File: src/rtl/switch_pkg.sv
// rtl/switch_pkg.sv - shared constants, FSM state type and width helper for the switch egress port
package switch_pkg;

    localparam logic [7:0] BROADCAST_ADDR = 8'hFF;

    typedef enum logic [1:0] {
        IDLE,
        ACCEPT,
        DISCARD
    } state_t;

    function automatic int ptr_width(input int depth);
        return (depth > 1) ? $clog2(depth) : 1;
    endfunction

endpackage

File: src/rtl/sync_fifo.sv
// rtl/sync_fifo.sv - single-clock byte FIFO with registered read data and occupancy count
module sync_fifo
    import switch_pkg::*;
#(
    parameter int W_WIDTH    = 8,
    parameter int FIFO_DEPTH = 16,
    localparam int PW        = ptr_width(FIFO_DEPTH)
) (
    input  logic               clk,
    input  logic               rst,
    input  logic               i_push,
    input  logic [W_WIDTH-1:0] i_wdata,
    input  logic               i_pop,
    output logic [W_WIDTH-1:0] o_rdata,
    output logic               o_full,
    output logic               o_empty,
    output logic [PW:0]        o_count
);

    logic [W_WIDTH-1:0] r_mem [FIFO_DEPTH];
    logic [PW-1:0]      r_wr_ptr;
    logic [PW-1:0]      r_rd_ptr;
    logic [PW:0]        r_count;
    logic [W_WIDTH-1:0] r_rdata;
    logic               w_push;
    logic               w_pop;

    assign o_full  = (r_count == (PW+1)'(FIFO_DEPTH));
    assign o_empty = (r_count == '0);
    assign o_count = r_count;
    assign o_rdata = r_rdata;
    assign w_push  = i_push && !o_full;
    assign w_pop   = i_pop && !o_empty;

    always_ff @(posedge clk) begin
        if (w_push) begin
            r_mem[r_wr_ptr] <= i_wdata;
        end
    end

    // Read data is held between pops, so the consumer sees a stable byte.
    always_ff @(posedge clk) begin
        if (rst) begin
            r_wr_ptr <= '0;
            r_rd_ptr <= '0;
            r_count  <= '0;
            r_rdata  <= '0;
        end else begin
            if (w_push) begin
                r_wr_ptr <= r_wr_ptr + PW'(1);
            end
            if (w_pop) begin
                r_rd_ptr <= r_rd_ptr + PW'(1);
                r_rdata  <= r_mem[r_rd_ptr];
            end
            case ({w_push, w_pop})
                2'b10:   r_count <= r_count + (PW+1)'(1);
                2'b01:   r_count <= r_count - (PW+1)'(1);
                default: r_count <= r_count;
            endcase
        end
    end

endmodule

File: src/rtl/switch_port_out.sv
// rtl/switch_port_out.sv - egress port: DA filter, admission control, packet FIFO and drop counter
module switch_port_out
    import switch_pkg::*;
#(
    parameter int W_WIDTH    = 8,
    parameter int FIFO_DEPTH = 16,
    parameter int MAX_PKT    = 8
) (
    input  logic               clk,
    input  logic               rst,
    input  logic [W_WIDTH-1:0] data_in,
    input  logic               sw_enable_in,
    input  logic [W_WIDTH-1:0] port_addr,
    input  logic               read_out,
    output logic [W_WIDTH-1:0] port_out,
    output logic               port_ready,
    output logic               idle,
    output logic [7:0]         drop_cnt,
    output logic               err_long
);

    localparam int PW = ptr_width(FIFO_DEPTH);
    localparam int LW = $clog2(MAX_PKT + 2);

    state_t          r_state;
    logic            r_prev_en;
    logic [LW-1:0]   r_len;
    logic [7:0]      r_drop_cnt;
    logic            r_err_long;
    logic            w_sop;
    logic            w_match;
    logic            w_room;
    logic            w_push;
    logic            w_full;
    logic            w_empty;
    logic [PW:0]     w_count;

    assign w_sop   = sw_enable_in && !r_prev_en;
    assign w_match = (data_in == port_addr) || (data_in == W_WIDTH'(BROADCAST_ADDR));
    // A whole maximum-length packet must fit, so admission never overflows.
    assign w_room  = (w_count <= (PW+1)'(FIFO_DEPTH - MAX_PKT));
    assign w_push  = ((r_state == IDLE) && w_sop && w_match && w_room) ||
                     ((r_state == ACCEPT) && sw_enable_in && !w_full && (r_len < LW'(MAX_PKT)));

    assign port_ready = !w_empty;
    assign idle       = (r_state == IDLE) && w_empty;
    assign drop_cnt   = r_drop_cnt;
    assign err_long   = r_err_long;

    always_ff @(posedge clk) begin
        if (rst) begin
            r_state    <= IDLE;
            r_prev_en  <= 1'b1;
            r_len      <= '0;
            r_drop_cnt <= '0;
            r_err_long <= 1'b0;
        end else begin
            r_prev_en  <= sw_enable_in;
            r_err_long <= 1'b0;
            case (r_state)
                IDLE: begin
                    if (w_sop) begin
                        if (w_match && w_room) begin
                            r_state <= ACCEPT;
                            r_len   <= LW'(1);
                        end else begin
                            r_state <= DISCARD;
                            if (w_match && (r_drop_cnt != 8'hFF)) begin
                                r_drop_cnt <= r_drop_cnt + 8'd1;
                            end
                        end
                    end
                end
                ACCEPT: begin
                    if (!sw_enable_in) begin
                        r_state <= IDLE;
                    end else if (r_len <= LW'(MAX_PKT)) begin
                        // Length stops one past the limit so the error fires only once.
                        r_len <= r_len + LW'(1);
                        if (r_len == LW'(MAX_PKT)) begin
                            r_err_long <= 1'b1;
                        end
                    end
                end
                DISCARD: begin
                    if (!sw_enable_in) begin
                        r_state <= IDLE;
                    end
                end
                default: r_state <= IDLE;
            endcase
        end
    end

    sync_fifo #(
        .W_WIDTH    (W_WIDTH),
        .FIFO_DEPTH (FIFO_DEPTH)
    ) u_fifo (
        .clk     (clk),
        .rst     (rst),
        .i_push  (w_push),
        .i_wdata (data_in),
        .i_pop   (read_out),
        .o_rdata (port_out),
        .o_full  (w_full),
        .o_empty (w_empty),
        .o_count (w_count)
    );

endmodule

File: config.mk
export PLATFORM = sky130hd
export DESIGN_NAME = switch_port_out
export DESIGN_NICKNAME = d
export VERILOG_FILES = /design/src/rtl/switch_pkg.sv /design/src/rtl/sync_fifo.sv /design/src/rtl/switch_port_out.sv
export SDC_FILE = /design/constraint.sdc
export NUM_CORES = 1
export LEC_CHECK = 0
export CAP_MARGIN = 20
export CORE_MARGIN = 4
export CORE_UTILIZATION = 50
export CTS_BUF_LIST = sky130_fd_sc_hd__clkbuf_8
export CTS_CLUSTER_SIZE = 12
export DETAILED_ROUTE_END_ITERATION = 8
export PLACE_DENSITY = 0.66
export SLEW_MARGIN = 20
export SYNTH_ARGS = -nofsm -noshare
export SYNTH_HDL_FRONTEND = slang
export SYNTH_SLANG_ARGS = --single-unit
export TNS_END_PERCENT = 50
File: constraint.sdc
create_clock -name clk -period 3.8 [get_ports clk]
set_input_delay 0.76 -clock clk [delete_from_list [all_inputs] [get_ports clk]]
set_output_delay 0.76 -clock clk [all_outputs]
set_load 0.005 [all_outputs]
==> results by group, run 1 <==
STA
  • Slew Viols, Final: 0
  • RSZ-0062 raised after global routing: false
  • Period utilization: 0.891
  • Hold WS: 0.464 ns
  • Relative slew slack: 0.604
  • Clk_skew: 0.00672 ns
  • Setup slack after layout: 0.413 ns
  • Minimum clock period: 3.39 ns
  • Final setup vio count: 0
  • Maximum clock frequency: 0.295 GHz
  • Fin. Hold Viols: 0
  • Worst-Margin Slew: 0.593 ns

Routing
  • Routed vias: 4005
  • Final ANT Viol Nets: 0
  • WL/cell: 20.8 um
  • Detailed Route Iter0 Violations: 310
  • DR vias/cell: 5.74
  • First-pass DRT Iterations: 4
  • WL final: 14.6 mm
  • Residual DRC: 0

Yosys
  • Ys Warns: 0
  • Mapped Cells: 454
  • Ys async rst share: 0
  • Share of the yosys chip area belonging to registers: 0.661
  • Syn_nets: 488
  • Synth Register Bits: 165
  • Yosys cell types: 55
  • Syn avg cell area: 15.3 um2
  • Number of synthesized flops with an enable pin: 128
  • Cell Area, Synth: 6930 um2
  • Ys flop type: edfxtp_1

Layout
  • Area grow syn2layout: 16.0%
  • Ratio of cells with drive above 1 in the final layout: 0.180
  • Layout Nets: 543
  • Register area: 4590 um2
  • Fillers: 1047
  • Multi-input combinational cell area: 2200 um2
  • Antenna Cells: 0
  • Layout Cells excl Fill: 698
  • Design area: 8040 um2

Worst setup path
  • CP max stage cell: clkdlybuf4s50_1
  • CP Max Fanout: 8
  • WP data arrival: 3.72 ns
  • Kind of critical path: primary input to register
  • Crit path capture type: register
  • CP dominant cell by count: ha_1
  • Worst setup SP type: primary input
  • Critical path, cell by cell: clkdlybuf4s50_1 > xor2_1 > nor4_1 > a21oi_1 > o21ai_4 > inv_1 > ha_1 > buf_4 > ha_1 > a21o_1 > a221oi_1 > xnor2_1 > nor2_1
  • Worst R2R End: u_fifo.o_count[4]
  • Worst R2R Setup Slack: 0.72 ns
  • Worst endpoint required time: 4.13 ns
  • R2r startpoint: u_fifo.o_count[1]
  • Critical Path Source: data_in[2]
  • Largest stage delay, worst path: 0.60 ns
  • Path depth of the worst reg2reg path: 12

Global route
  • Vias in the first global route: 4119
  • Initial antenna violation count: 0
  • First-pass GRT wire length: 23.5 mm
  • Largest net degree at the start of global routing: 36
  • Final global-route overflow total: 0
  • GRT Total Usage: 0.197

CTS
  • Clock sink count: 165
  • Clk_lat worst skew: 0.44 ns
  • Root buffer cell: clkbuf_8
  • H-tree levels: 4
  • Post-CTS Resized: 0
  • Setup bufs post-CTS: 0
  • CTS tree: yes
  • Clk slew on worst S/H paths: 0.08 ns
  • Hold-fix buffers, CTS: 0
  • CTS Buf Count: 17
  • Clk buf depth: 2

Hold path
  • Hold Path Depth: 2
  • Min-delay src: r_state[1]
  • Hold Crit Endpoint: r_state[1]
  • Worst hold path type: register to register

Placed design
  • HPWL Detailed: 9.68 mm
  • Dpl ws: -0.0534 ns
  • Placed insts: 666
  • Placed inst area: 7590 um2
  • Port-buffer cells: 38
  • RePlAce Congestion: 0.788

Run
  • Max_cap viols: 0

Die
  • Site row count: 42
  • Initial Util: 0.517
  • Die Width: 126 um
  • Io pins: 39
  • Die Y: 126 um
  • Core ar.: 13400 um2
  • Die area: 15800 um2

Run status
  • Status: completed

Power
  • Maximum vdd drop: 0.195 mV
  • Power density cells: 427 nW/um2
  • Leak pwr: 2.71 nW
  • Pwr Total: 0.00344 W
layout make-up:
type	count	share of cell area
clock buffer	17	0.0291
tap	176	0.0274
inverter	11	0.00514
timing repair buffer	58	0.0676
multi-input combinational	256	0.274
sequential	165	0.571
clock inverter	15	0.0265
synthesized netlist by cell type (2+ instances only):
cell type | instances | area share
nor3_1 | 3 | 0.0022
a21oi_1 | 28 | 0.020
mux4_2 | 32 | 0.10
nand4_1 | 4 | 0.0036
and3_1 | 13 | 0.012
nand3_1 | 3 | 0.0022
xor2_1 | 13 | 0.016
and3_2 | 3 | 0.0032
nor2_1 | 40 | 0.022
and2b_1 | 2 | 0.0022
edfxtp_1 | 128 | 0.55
nor4_1 | 4 | 0.0036
o21ai_0 | 7 | 0.0051
nand2b_1 | 2 | 0.0018
inv_1 | 11 | 0.0060
a21o_1 | 2 | 0.0022
a211oi_1 | 2 | 0.0022
or3_1 | 2 | 0.0018
a21boi_0 | 2 | 0.0022
nand2_1 | 16 | 0.0087
clkbuf_1 | 11 | 0.0060
buf_2 | 4 | 0.0029
xnor2_1 | 11 | 0.014
and2_1 | 3 | 0.0027
a22oi_1 | 18 | 0.019
buf_4 | 2 | 0.0022
nor3b_1 | 2 | 0.0022
nor2b_1 | 5 | 0.0045
dfxtp_1 | 37 | 0.11
buf_1 | 3 | 0.0016
mux2i_1 | 4 | 0.0058
ha_1 | 14 | 0.025
routing by layer:
metal,GRT usage,part of all wire
met1,0.276,0.43
met5,0,0
met3,0.0542,0.076
met2,0.305,0.48
met4,0.0593,0.014
critical path, delay by kind of cell:
family	cells	cell delay, ns
AO/OA/AOI/OAI	4	0.88
XOR/XNOR	2	0.39
adder cells (fa/ha/maj)	2	0.53
buffers and inverters	3	0.84
AND/OR/NAND/NOR	2	0.33
cells by family (layout without fill, tap and decap cells):
kind of cell / after synthesis / after routing / synth area share
AOI/OAI and AO/OA: 72 / 72 / 0.0693
xor gates and xnor gates: 24 / 24 / 0.0303
adders and majority gates: 14 / 14 / 0.0253
buffers and inverters: 33 / 101 / 0.0209
DFF: 165 / 165 / 0.661
muxes: 38 / 38 / 0.113
and+or+nand+nor: 108 / 108 / 0.0796
through the flow:
step            util  setup TNS [ns]
2_1_floorplan      -               0
3_3_place_gp   0.566               0
3_5_place_dp   0.566         -0.0534
4_1_cts        0.600               0
5_1_grt        0.600               0
6_report       0.600               0
report_power, final:
part	total, W	internal [W]	switching (W)
sequential	0.00194	0.00194	0.00000172
clock	0.00140	0.000774	0.000627
combinational	0.0000936	0.0000384	0.0000551
total	0.00344	0.00275	0.000684
how the worst max path moves through the flow:
stage                        endpoint  slack [ns]
global placement    u_fifo.o_count[4]        0.09
global route        u_fifo.o_count[4]        0.23
floorplan           u_fifo.o_count[4]        0.50
finish              u_fifo.o_count[4]        0.41
CTS                 u_fifo.o_count[4]        0.43
detailed placement  u_fifo.o_count[4]       -0.05
layout by cell type (no fill, tap or decap), drive strengths merged, types with 17 or more instances in the layout:
| cell | count |
|---|---|
| buf | 20 |
| a21oi | 28 |
| edfxtp | 128 |
| a22oi | 18 |
| mux4 | 32 |
| nor2 | 40 |
| clkbuf | 17 |
| dfxtp | 37 |
| clkdlybuf4s50 | 38 |
flip-flops by register name, summed over array words and instances, names as in the netlist:
name	count
u_fifo.o_rdata	8
drop_cnt	8
u_fifo.r_mem	128
r_len	4
u_fifo.r_wr_ptr	4
u_fifo.o_count	5
u_fifo.r_rd_ptr	4
r_state	2
err_long	1
r_prev_en	1
(Power assumes the default switching activity.)
==> inputs of run 2 (changes only) <==
--- a/config.mk
+++ b/config.mk
@@ -6,12 +6,14 @@
 export NUM_CORES = 1
 export LEC_CHECK = 0
 export CAP_MARGIN = 20
+export CELL_PAD_IN_SITES_DETAIL_PLACEMENT = 1
+export CELL_PAD_IN_SITES_GLOBAL_PLACEMENT = 2
 export CORE_MARGIN = 4
-export CORE_UTILIZATION = 50
+export CORE_UTILIZATION = 45
 export CTS_BUF_LIST = sky130_fd_sc_hd__clkbuf_8
 export CTS_CLUSTER_SIZE = 12
 export DETAILED_ROUTE_END_ITERATION = 8
-export PLACE_DENSITY = 0.66
+export PLACE_DENSITY = 0.78
 export SLEW_MARGIN = 20
 export SYNTH_ARGS = -nofsm -noshare
 export SYNTH_HDL_FRONTEND = slang
==> constraint.sdc (replaced) <==
create_clock -name clk -period 3.8 [get_ports clk]
set_input_delay 0.38 -clock clk [delete_from_list [all_inputs] [get_ports clk]]
set_output_delay 0.38 -clock clk [all_outputs]
set_load 0.005 [all_outputs]
==> results by group, run 2 (synthesis gave the netlist of run 1 again) <==
Run status
  • Status: completed

Die
  • Die Y: 132 um (+5.1%)
  • Core ar.: 15100 um2 (+13%)
  • Die area: 17500 um2 (+10%)
  • Site row count: 45 (+7.1%)
  • Die Width: 132 um (+5.1%)
  • Initial Util: 0.458 (-0.0596)
  • Io pins: 39 (unchanged)

CTS
  • Clk slew on worst S/H paths: 0.09 ns (about the same)
  • Hold-fix buffers, CTS: 0 (unchanged)
  • Clk_lat worst skew: 0.46 ns (+0.02 ns)
  • CTS Buf Count: 17 (unchanged)
  • H-tree levels: 4 (unchanged)
  • Root buffer cell: clkbuf_8
  • Post-CTS Resized: 0 (unchanged)
  • Setup bufs post-CTS: 0 (unchanged)
  • Clock sink count: 165 (unchanged)
  • CTS tree: yes
  • Clk buf depth: 2 (unchanged)

Power
  • Pwr Total: 0.00323 W (-5.9%)
  • Leak pwr: 2.66 nW (-2.0%)
  • Power density cells: 407 nW/um2 (-4.8%)
  • Maximum vdd drop: 0.224 mV (+15%)

Placed design
  • RePlAce Congestion: 0.744 (-5.6%)
  • HPWL Detailed: 11.3 mm (+17%)
  • Placed inst area: 7580 um2 (-0.16%)
  • Port-buffer cells: 38 (unchanged)
  • Placed insts: 676 (+1.5%)

Worst setup path
  • Path depth of the worst reg2reg path: 14 (+2)
  • Kind of critical path: register to register
  • R2r startpoint: u_fifo.o_count[1]
  • Worst endpoint required time: 4.14 ns (about the same)
  • WP data arrival: 3.55 ns (-0.17 ns)
  • CP Max Fanout: 8 (unchanged)
  • Worst R2R End: u_fifo.o_count[4]
  • Worst R2R Setup Slack: 0.59 ns (-0.13 ns)
  • Crit path capture type: register
  • Worst setup SP type: register

Layout
  • Reg with most FFs: u_fifo.r_mem
  • Fillers: 1457 (+39%)
  • Design area: 7950 um2 (-1.2%)
  • Ratio of cells with drive above 1 in the final layout: 0.173 (-0.00700)
  • Register area: 4590 um2 (unchanged)
  • Multi-input combinational cell area: 2200 um2 (unchanged)
  • Commonest non-fill, non-tap cell in the layout: edfxtp_1
  • Antenna Cells: 0 (unchanged)
  • Most frequent cells in the layout: edfxtp_1, nor2_1, clkdlybuf4s50_1
  • Max reg flops: 128 (unchanged)
  • Area grow syn2layout: 14.6%
  • Layout Nets: 541 (-0.37%)
  • Layout Cells excl Fill: 708 (+1.4%)

Routing
  • Met2 Wirelength: 8.33 mm (+18%)
  • WL/cell: 23.6 um (+13%)
  • Detailed Route Iter0 Violations: 405 (+31%)
  • Uppermost layer routed: met4
  • DRT met1 WL: 7.21 mm (+16%)
  • Residual DRC: 0 (unchanged)
  • Met3 wire len: 1.02 mm (-7.0%)
  • DR vias/cell: 5.78 (+0.68%)
  • Routed vias: 4090 (+2.1%)
  • Final ANT Viol Nets: 0 (unchanged)
  • WL final: 16.7 mm (+15%)
  • First-pass DRT Iterations: 4 (unchanged)

Hold path
  • Min-delay src: r_state[1]
  • Hold Crit Endpoint: r_state[1]
  • Worst hold path type: register to register
  • Hold Path Depth: 2 (unchanged)

STA
  • Period utilization: 0.845 (-0.0466)
  • Final setup vio count: 0 (unchanged)
  • Minimum clock period: 3.21 ns (-0.177 ns)
  • TNS Setup: 0 ns (unchanged)
  • Worst-Margin Slew: 0.859 ns (+0.266 ns)
  • Clk_skew: 0.0167 ns (+0.00994 ns)
  • Fin. Hold Viols: 0 (unchanged)
  • Maximum clock frequency: 0.311 GHz (+5.5%)
  • Relative slew slack: 0.426 (-0.178)
  • RSZ-0062 raised after global routing: false
  • Slew Viols, Final: 0 (unchanged)

Global route
  • GRT Total Usage: 0.201 (+0.00427)
  • Largest net degree at the start of global routing: 40 (+11%)
  • First-pass GRT wire length: 26.2 mm (+11%)
  • Final global-route overflow total: 0 (unchanged)
  • Vias in the first global route: 4343 (+5.4%)
  • Initial antenna violation count: 0 (unchanged)

Run
  • Max_cap viols: 0 (unchanged)
## run 2: cell types whose count changed in the layout (fill, tap and decap cells not counted)
cell,before,now
bufinv_16,5,1
buf_12,1,0
inv_1,12,11
inv_8,0,1
clkinvlp_4,4,3
clkinv_4,1,4
inv_6,0,2
clkinv_2,4,1
buf_4,19,18
clkinv_1,0,3
## run 2: how the worst max path moves through the flow
stage	startpoint	end	slack, ns	cells after the start
6_report	u_fifo.o_count[1]	u_fifo.o_count[4]	0.59	14
5_1_grt	u_fifo.o_count[1]	u_fifo.o_count[4]	0.38	14
4_1_cts	u_fifo.o_count[1]	u_fifo.o_count[4]	0.57	14
3_5_place_dp	data_in[2]	u_fifo.o_count[4]	0.28	16
3_3_place_gp	data_in[5]	u_fifo.o_count[4]	0.34	15
2_1_floorplan	u_fifo.o_count[1]	u_fifo.o_count[4]	0.59	16
## run 2: per-layer routing
layer  GRT usage  vias up
li1            -     1858
met1       0.279     2111
met2       0.325      112
met3      0.0420        9
met4      0.0566        0
met5           0        -
## run 2: area by class of cell
class | instances | area share
inverter | 11 | 0.00520
timing repair buffer | 56 | 0.0649
multi-input combinational | 256 | 0.277
tap | 188 | 0.0296
clock buffer | 17 | 0.0294
clock inverter | 15 | 0.0167
sequential | 165 | 0.577
## run 2: worst max-delay path, cell delays in order (launching register included)
cell and delay (ns):
dfxtp_1 0.40, or3_4 0.41, a21o_1 0.28, or2_4 0.28, o21ai_4 0.15, inv_1 0.13
ha_1 0.23, xor2_1 0.15, ha_1 0.22, inv_1 0.06, o21ai_0 0.06, a21o_1 0.18
a221oi_1 0.33, xnor2_1 0.16, nor2_1 0.06
## run 2: stage by stage
step / worst slack [ns] / hold slack (ns) / util
finish: 0.590 / 0.481 / 0.525
global route: 0.383 / 0.530 / 0.525
CTS: 0.571 / 0.478 / 0.525
detailed placement: 0.276 / 0.460 / 0.500
global placement: 0.343 / 0.439 / 0.500
floorplan: 0.586 / 0.432 / -
## run 2: power by group
| group | total (W) | switching (W) | internal, W | leakage [nW] |
|---|---|---|---|---|
| Clock | 0.00120 | 0.000678 | 0.000521 | 0.177 |
| Sequential | 0.00194 | 0.00000181 | 0.00194 | 1.45 |
| Combinational | 0.0000936 | 0.0000559 | 0.0000377 | 1.03 |
| Total | 0.00323 | 0.000735 | 0.00250 | 2.66 |
